## src/rtl/sonic_pkg.sv

```systemverilog
// Shared constants for the ultrasonic sensor/sampler pair.
// Latency: none (constants and a combinational helper only).
// Backpressure: not applicable.
package sonic_pkg;

    localparam int unsigned CLK_HZ       = 100_000_000;
    // Echo counts at or above this mean "no target" (18.5 ms at CLK_HZ).
    localparam int unsigned MAX_ECHO_DEF = 1_850_000;
    // 225 / 2^17 mm per cycle: 343 m/s, round trip, 100 MHz clock.
    localparam int unsigned MM_MULT_DEF  = 225;
    localparam int unsigned MM_SHIFT_DEF = 17;

    localparam logic [2:0] ST_IDLE     = 3'd0;
    localparam logic [2:0] ST_REQ      = 3'd1;
    localparam logic [2:0] ST_WAIT_FIN = 3'd2;
    localparam logic [2:0] ST_ACCUM    = 3'd3;
    localparam logic [2:0] ST_CONVERT  = 3'd4;
    localparam logic [2:0] ST_GAP      = 3'd5;

    // Clamp a wide scaled distance into the 16-bit output range.
    function automatic logic [15:0] sat16(input logic [47:0] v);
        return (|v[47:16]) ? 16'hFFFF : v[15:0];
    endfunction

endpackage

```

## src/rtl/sonic_mm_conv.sv

```systemverilog
// Mean echo width to millimetres: sum>>AVG_LOG2, times MM_MULT, >>MM_SHIFT, saturate.
// Latency: purely combinational; the parent registers the result.
// Backpressure: none.
module sonic_mm_conv
    import sonic_pkg::*;
#(
    parameter int unsigned AVG_LOG2 = 2,
    parameter int unsigned MM_MULT  = MM_MULT_DEF,
    parameter int unsigned MM_SHIFT = MM_SHIFT_DEF
) (
    input  logic [32+AVG_LOG2-1:0] sum,
    output logic [15:0]            dist_mm
);

    logic [31:0] mean;
    logic [47:0] prod;
    logic [47:0] scaled;

    // Average, scale to mm and clamp to the 16-bit range.
    always_comb begin
        mean    = 32'(sum >> AVG_LOG2);
        prod    = 48'(mean) * 48'(MM_MULT);
        scaled  = prod >> MM_SHIFT;
        dist_mm = sat16(scaled);
    end

endmodule

```

## src/rtl/sonic_sampler.sv

```systemverilog
// Periodically triggers sonic_sensor, averages 2**AVG_LOG2 echo counts, reports distance in mm.
// Latency: result registered two cycles after the finishing edge of the last sample.
// Backpressure: sens_req is held off while sens_busy is high; no output backpressure.
module sonic_sampler
    import sonic_pkg::*;
#(
    parameter int unsigned PERIOD_CYC  = 6_000_000,
    parameter int unsigned TIMEOUT_CYC = 2_500_000,
    parameter int unsigned AVG_LOG2    = 2,
    parameter int unsigned MAX_ECHO    = MAX_ECHO_DEF,
    parameter int unsigned MM_MULT     = MM_MULT_DEF,
    parameter int unsigned MM_SHIFT    = MM_SHIFT_DEF
) (
    input  logic        clk,
    input  logic        rst,
    input  logic        enable,
    output logic        sens_req,
    input  logic        sens_busy,
    input  logic        sens_finish,
    input  logic [31:0] sens_data,
    output logic [15:0] dist_mm,
    output logic        dist_valid,
    output logic        out_of_range,
    output logic        timeout_err
);

    localparam int unsigned SUM_W    = 32 + AVG_LOG2;
    localparam logic [4:0]  N_AVG    = 5'(1 << AVG_LOG2);
    localparam logic [31:0] PER_LAST = 32'(PERIOD_CYC - 1);
    localparam logic [31:0] TO_LAST  = 32'(TIMEOUT_CYC - 1);
    localparam logic [31:0] ECHO_LIM = 32'(MAX_ECHO);

    logic [2:0]       state;
    logic [2:0]       nxt;
    logic [31:0]      per_cnt;
    logic [31:0]      to_cnt;
    logic [31:0]      sample;
    logic [SUM_W-1:0] sum;
    logic [4:0]       cnt;
    logic             oor;
    logic             fin_q;
    logic             fin_edge;
    logic             per_done;
    logic             to_hit;
    logic [15:0]      conv_mm;

    // Only a low-to-high transition counts; a level already high on entry is ignored.
    assign fin_edge = sens_finish & ~fin_q;
    assign per_done = (per_cnt == PER_LAST);
    assign to_hit   = (to_cnt == TO_LAST);
    assign sens_req = (state == ST_REQ);

    sonic_mm_conv #(
        .AVG_LOG2 (AVG_LOG2),
        .MM_MULT  (MM_MULT),
        .MM_SHIFT (MM_SHIFT)
    ) u_conv (
        .sum     (sum),
        .dist_mm (conv_mm)
    );

    // Next-state selection; entry into REQ always requires the sensor to be idle.
    always_comb begin
        nxt = state;
        case (state)
            ST_IDLE:     if (enable && !sens_busy) nxt = ST_REQ;
            ST_REQ:      nxt = ST_WAIT_FIN;
            ST_WAIT_FIN: begin
                if (fin_edge)    nxt = ST_ACCUM;
                else if (to_hit) nxt = ST_GAP;
            end
            ST_ACCUM:    nxt = ((cnt + 5'd1) == N_AVG) ? ST_CONVERT : ST_GAP;
            ST_CONVERT:  nxt = ST_GAP;
            ST_GAP: begin
                if (per_done) begin
                    if (!enable)        nxt = ST_IDLE;
                    else if (!sens_busy) nxt = ST_REQ;
                end
            end
            default:     nxt = ST_IDLE;
        endcase
    end

    // State register plus period/timeout counters, both zero in the REQ cycle.
    always_ff @(posedge clk or posedge rst) begin
        if (rst) begin
            state   <= ST_IDLE;
            per_cnt <= '0;
            to_cnt  <= '0;
            fin_q   <= 1'b0;
        end else begin
            state <= nxt;
            fin_q <= sens_finish;
            if (nxt == ST_REQ)  per_cnt <= '0;
            else if (!per_done) per_cnt <= per_cnt + 32'd1;
            if (nxt == ST_REQ)
                to_cnt <= '0;
            else if (state == ST_REQ || state == ST_WAIT_FIN)
                to_cnt <= to_cnt + 32'd1;
        end
    end

    // Sample capture, accumulation and result registers; pulses default low.
    always_ff @(posedge clk or posedge rst) begin
        if (rst) begin
            sample       <= '0;
            sum          <= '0;
            cnt          <= '0;
            oor          <= 1'b0;
            dist_mm      <= '0;
            dist_valid   <= 1'b0;
            out_of_range <= 1'b0;
            timeout_err  <= 1'b0;
        end else begin
            dist_valid  <= 1'b0;
            timeout_err <= 1'b0;
            case (state)
                ST_WAIT_FIN: begin
                    if (fin_edge)    sample      <= sens_data;
                    else if (to_hit) timeout_err <= 1'b1;
                end
                ST_ACCUM: begin
                    sum <= sum + SUM_W'(sample);
                    cnt <= cnt + 5'd1;
                    if (sample >= ECHO_LIM) oor <= 1'b1;
                end
                ST_CONVERT: begin
                    dist_mm      <= conv_mm;
                    out_of_range <= oor;
                    dist_valid   <= 1'b1;
                    sum          <= '0;
                    cnt          <= '0;
                    oor          <= 1'b0;
                end
                default: ;
            endcase
        end
    end

endmodule
```

## config.mk

```make
export PLATFORM = sky130hd
export DESIGN_NAME = sonic_sampler
export DESIGN_NICKNAME = d
export VERILOG_FILES = /design/src/rtl/sonic_pkg.sv /design/src/rtl/sonic_mm_conv.sv /design/src/rtl/sonic_sampler.sv
export SDC_FILE = /design/constraint.sdc
export NUM_CORES = 1
export LEC_CHECK = 0
export ABC_AREA = 1
export BUFFER_PORTS_ARGS = -buffer_cell sky130_fd_sc_hd__buf_2
export CORE_MARGIN = 3
export CORE_UTILIZATION = 50
export DETAILED_ROUTE_END_ITERATION = 10
export PLACE_DENSITY = 0.67
export SYNTH_ARGS = -nofsm -noshare
export SYNTH_HDL_FRONTEND = slang
export SYNTH_SLANG_ARGS = --single-unit
```

## constraint.sdc

```tcl
create_clock -name clk -period 5.98 [get_ports clk]
set_input_delay 0.299 -clock clk [delete_from_list [all_inputs] [get_ports clk]]
set_output_delay 0.299 -clock clk [all_outputs]
set_load 0.01 [all_outputs]
```

==> metrics, run 1 <==
post_cts resized=0; mean post-synth cell area=7.36 sq um; gp weighted congestion=0.938; Die ar.=30000 sq um; Synth Flop Type=dfrtp_1; dpl cell area=between 10000 and 15000 sq um; global-route wire length before repair=61400 um; Setup crit start kind=flop; CTS tree=done; Ant. Diodes=0; crit path kind=flop to flop; Crit. Startpoint=sum[19]; fillers=2687; port bufs=56; Worst EP required=around 6300 ps; Synth-to-Final Area Change=8.93%; Worst path slowest cell=fa_1; CP Data Arrival Time=just under 5000 ps; Placeable Area=27200 sq um; initial detailed-routing violation count=about 960; vias in the first global route=12377; Routed wire per std cell=15.3 um; Final ANT Viol Nets=0; max cap viols=0; Finished Cell Area=roughly 15000 sq um; final wirelength=35700 um; Mapped Cells=1895; DRC Markers=0; gr ovfl total=0; maximum vdd drop=0.259 mV; total number of vias=12485; final hold viol count=0; DR pass1 iterations=5; multi-input logic area=slightly below 9000 sq um; Crit. End Element=flop; number of synthesized flops with an enable pin=0; Sink Count=159; DR top layer=met4; Clock Skews=17.6 ps; Final nets=about 2200; FF+latch area=3980 sq um; flops & latches, synth=159; Met2 Wirelength=15300 um; FP Rows=60; wl on met1=approximately 18000 um; Worst Max-Slew Pin Slew=1040 ps; vias per cell=5.35; syn nets=about 2100; Tcrit/Tclk final=between 70 and 80%; crit path time final=4610 ps; Starting Density=51.4%; maximum clock rate=217 MHz; largest net degree at the start of global routing=98; crit path max fanout=15; clk_lat worst skew=440 ps; Finished Layout Cells=2335; final setup fails=0; number of CTS-inserted buffers=17; Total GRT Usage=24.7%; share of cells above drive strength 1=8.61%; YS warnings=0; post-synthesis instance area=14000 sq um; final core utilization=between 50% and 60%; commonest non-fill, non-tap cells in the layout=nand2_1 (483), inv_1 (280), nor2_1 (208), dfrtp_1 (159), ha_1 (141); Leakage=8.02 nW; initial antenna violation count=0; CTS H-tree lvls=4; clock tree buffer depth=2; RSZ-0062 raised after global routing=no; WL met3=1700 um; hold path startpoint=sens_data[0]; register area share after synthesis=28.5%; Final Max Tran Viols=0; dpl ws=1440 ps; worst r2r src=sum[19]; ys async rst share=100%; Overall Power=8.60 mW; final worst slack=approximately 1400 ps; final setup TNS=0 ps; Yosys top cell by area=dfrtp_1; Vert. Die Dim=173 um; placed cells=2303; top cells by area, synth=dfrtp_1 (29%), nand2_1 (13%), ha_1 (13%), fa_1 (8.0%), inv_1 (7.6%); Die Width=~170 um; pwr dens=about 570 nW/um^2; HP Class=input port to flop; CTS clk-pin slew, worst paths=70 ps; status=finished clean; Root Buffer=clkbuf_16; commonest non-fill, non-tap cell in the layout=nand2_1; final hold slack=60.8 ps; Synth top area share=28.5%; most frequent CP cell=nand2_1; Slew headroom=30.9%; Ports=57; CP max stage delay=560 ps; DPL Wire Length=28500 um; worst-path cell chain=inv_1, fa_1, inv_1, ha_1, fa_1, ha_1, ha_1, a21oi_1, o21ai_0, nand2_1, nand2_1, a21oi_1, nand2_1, nand2_1, nand2_1, nor2_1, nand3_4, nor2_1, nor2_1; post-synth cell types=53; postcts setup bufs=0
[power breakdown]
| group | internal, mW | switching, mW | total, mW |
|---|---|---|---|
| clock | 0.630 | 0.508 | 1.14 |
| combinational | 1.98 | 3.81 | 5.78 |
| sequential | 1.36 | 0.320 | 1.68 |
| total | 3.97 | 4.63 | 8.60 |
[logic make-up after synthesis]
logic type               after synthesis  synth area share (%)
adder cells (fa/ha/maj)              197                  20.7
XOR/XNOR                              48                  3.01
AND/OR/NAND/NOR                      933                  29.2
flip-flops                           159                  28.5
buffers and inverters                312                  8.79
AO/OA/AOI/OAI                        246                  9.80
[state kept, by name, summed over array words and instances, names as in the netlist]
name	flops
oor	1
timeout_err	1
sample	32
dist_mm	16
dist_valid	1
sum	34
per_cnt	32
out_of_range	1
to_cnt	32
fin_q	1
state	3
cnt	5
[cell type report]
type | instances | share of cell area [%]
well taps | 372 | 3.06
repair buffers | 62 | 2.16
clock inverters | 14 | 1.12
multi-input cells | 1424 | 57.6
inverters | 287 | 7.12
clock buffers | 17 | 2.80
flip-flops and latches | 159 | 26.2
[worst max-delay path, delay by kind of cell, from the launching register on]
| family | cells | cell delay (ps) |
|---|---|---|
| compound gates | 3 | 710 |
| buf+inv | 2 | 220 |
| simple gates | 9 | 1060 |
| flops | 1 | 480 |
| fa+ha+maj | 5 | 2040 |
[final timing paths]
path                                 to  cells past startpoint  slack [ps]
max in group asynchronous     to_cnt[6]                      3        4570
min                           sample[0]                      3          60
max reg2reg                 dist_mm[14]                     19        1370
max                         dist_mm[14]                     19        1370
min in group asynchronous     to_cnt[8]                      2          70
min reg2reg                out_of_range                      2         490
[cell usage after synthesis, types with 20 or more instances]
cell,instances
o22ai_1,20
nor2_1,209
nand4_1,32
xor2_1,32
nand3_1,89
fa_1,56
nand2_1,483
a21oi_1,86
nor2_2,34
ha_1,141
nor3_1,28
inv_1,281
dfrtp_1,159
o21ai_0,92
[routing by layer]
metal,up-vias,track usage (%)
met5,-,0
met4,0,4.86
met3,38,3.86
met2,318,38.4
met1,5875,36.7
li1,6254,-
[what timing repair did]
item	4_1_cts	5_1_grt
endpoints found under the setup margin	0	0
hold buffers	1	0
endpoints found under the hold margin	1	0
(Power assumes the default switching activity.)
==> run 2, diff against run 1 <==
clock period = 4.35 ns   (was 5.98 ns; I/O delays follow)
==> metrics, run 2 (synthesis gave the netlist of run 1 again) <==
status=finished clean; final setup fails=0; Die Width=173 um; FP Rows=60; CTS H-tree lvls=4; worst-path cell chain=inv_2, fa_1, inv_1, ha_1, fa_1, ha_1, ha_2, nand2_1, buf_4, nor2_1, inv_1, nor2_1, nand2_1, nand2_1, nand2_1, nand2_1, nand2_1, nand2_1, nand3_4, buf_12, nor2_1, nor2_1; final worst slack=222 ps; final wirelength=around 37000 um; worst path bufs/invs=5; Sink Count=approximately 160; Crit. End Element=flop; clock tree buffer depth=2; DR pass1 iterations=5; most frequent CP cell=nand2_1; Synth-to-Final Area Change=17.8%; Routed wire per std cell=15.2 um; number of CTS-inserted buffers=17; max cap viols=0; total number of vias=12841; max reg flops=34; vias per cell=5.25; HP Class=input port to flop; Worst EP required=4680 ps; Final nets=~2300; Crit path max-delay family=adder cells; gr ovfl total=0; worst r2r src=sum[17]; largest net degree at the start of global routing=110; CTS clk-pin slew, worst paths=70 ps; gp weighted congestion=0.927; final setup TNS=0 ps; global-route wire length before repair=roughly 62000 um; Finished Cell Area=between 15000 and 20000 sq um; crit path time final=4130 ps; DPL Wire Length=29100 um; fillers=2559; crit path kind=flop to flop; Setup crit start kind=flop; CP max stage delay=540 ps; Overall Power=roughly 14 mW; crit path max fanout=15; vias in the first global route=between 10000 and 15000; Final Max Tran Viols=0; port bufs=56; Largest Register=sum; initial detailed-routing violation count=886; CTS tree=done; Ant. Diodes=0; Worst Max-Slew Pin Slew=1050 ps; DRC Markers=0; Crit. Startpoint=sum[17]; Ports=57; final hold slack=between 10 and 15 ps; commonest non-fill, non-tap cells in the layout=nand2_1 (473), inv_1 (265), nor2_1 (201), dfrtp_1 (159), ha_1 (122); Total GRT Usage=25.2%; commonest non-fill, non-tap cell in the layout=nand2_1; final hold viol count=0; Tcrit/Tclk final=94.9%; Slew headroom=29.9%; clk_lat worst skew=450 ps; Die ar.=30000 sq um; hold path startpoint=sens_data[1]; dpl cell area=about 15000 sq um; Placeable Area=27200 sq um; maximum clock rate=about 240 MHz; Vert. Die Dim=around 170 um; Final ANT Viol Nets=0; dpl ws=around 18 ps; share of cells above drive strength 1=15.1%; Starting Density=51.4%; pwr dens=839 nW/um^2; Clock Skews=21.1 ps; Leakage=8.53 nW; CP Data Arrival Time=4450 ps; Worst path slowest cell=fa_1; initial antenna violation count=0; maximum vdd drop=0.973 mV; Root Buffer=clkbuf_16
[run 2: cell types whose count changed in the layout (fill, tap and decap cells not counted), moves of 4 or more]
cell | before | now
dlygate4sd3_1 | 1 | 30
inv_6 | 8 | 3
nor2_1 | 208 | 201
a21oi_2 | 1 | 11
inv_1 | 280 | 265
nand2_2 | 7 | 17
clkinv_8 | 1 | 5
a21oi_1 | 86 | 76
nor2_2 | 35 | 40
inv_2 | 4 | 19
buf_4 | 5 | 84
nand2_1 | 483 | 473
ha_4 | 0 | 17
ha_1 | 141 | 122
[run 2: timing repair]
action | CTS | global route
hold buffers | 30 | 0
endpoints found under the setup margin | 6 | 16
gates resized for setup | 0 | 75
buffers inserted | 1 | 2
endpoints found under the hold margin | 60 | 0
pin swaps | 1 | 7
[run 2: layout make-up]
class / instances / area (sq um) / area share [%]
Clock inverter: 15 / 174 / 1.06
Sequential cell: 159 / 3980 / 24.2
Inverter: 287 / 1080 / 6.57
Timing Repair Buffer: 172 / 1250 / 7.61
Multi-Input combinational cell: 1424 / 9070 / 55.2
Tap cell: 372 / 465 / 2.83
Clock buffer: 17 / 425 / 2.59
[run 2: layer usage]
metal	GRT usage (%)	share of wire (%)
met5	0	0
met1	37.0	50
met3	4.00	5.1
met4	5.61	1.6
met2	39.5	44
[run 2: worst paths after layout]
kind	endpoint	slack, ps	depth (start not counted)
max	dist_mm[12]	220	22
min	sample[1]	10	3
max reg2reg	dist_mm[12]	220	22
min reg2reg	sample[2]	490	2
max in group asynchronous	sum[19]	3270	4
min in group asynchronous	sample[4]	490	4
[run 2: tightest hold or removal path, cell delays in order]
cell and delay, ps:
buf_2 80, nand2_1 60, o21ai_0 70
[run 2: stage by stage]
step	std cells	util (%)
finish	2446	60.5
global route	2446	60.5
CTS	2444	59.3
detailed placement	2381	55.9
global placement	2381	55.9
floorplan	1895	-
[run 2: power by group]
| part | leakage [nW] | switching (mW) | internal [mW] |
|---|---|---|---|
| registers | 2.05 | 0.345 | 1.87 |
| clock network | 0.290 | 0.757 | 0.775 |
| logic | 6.20 | 5.96 | 4.09 |
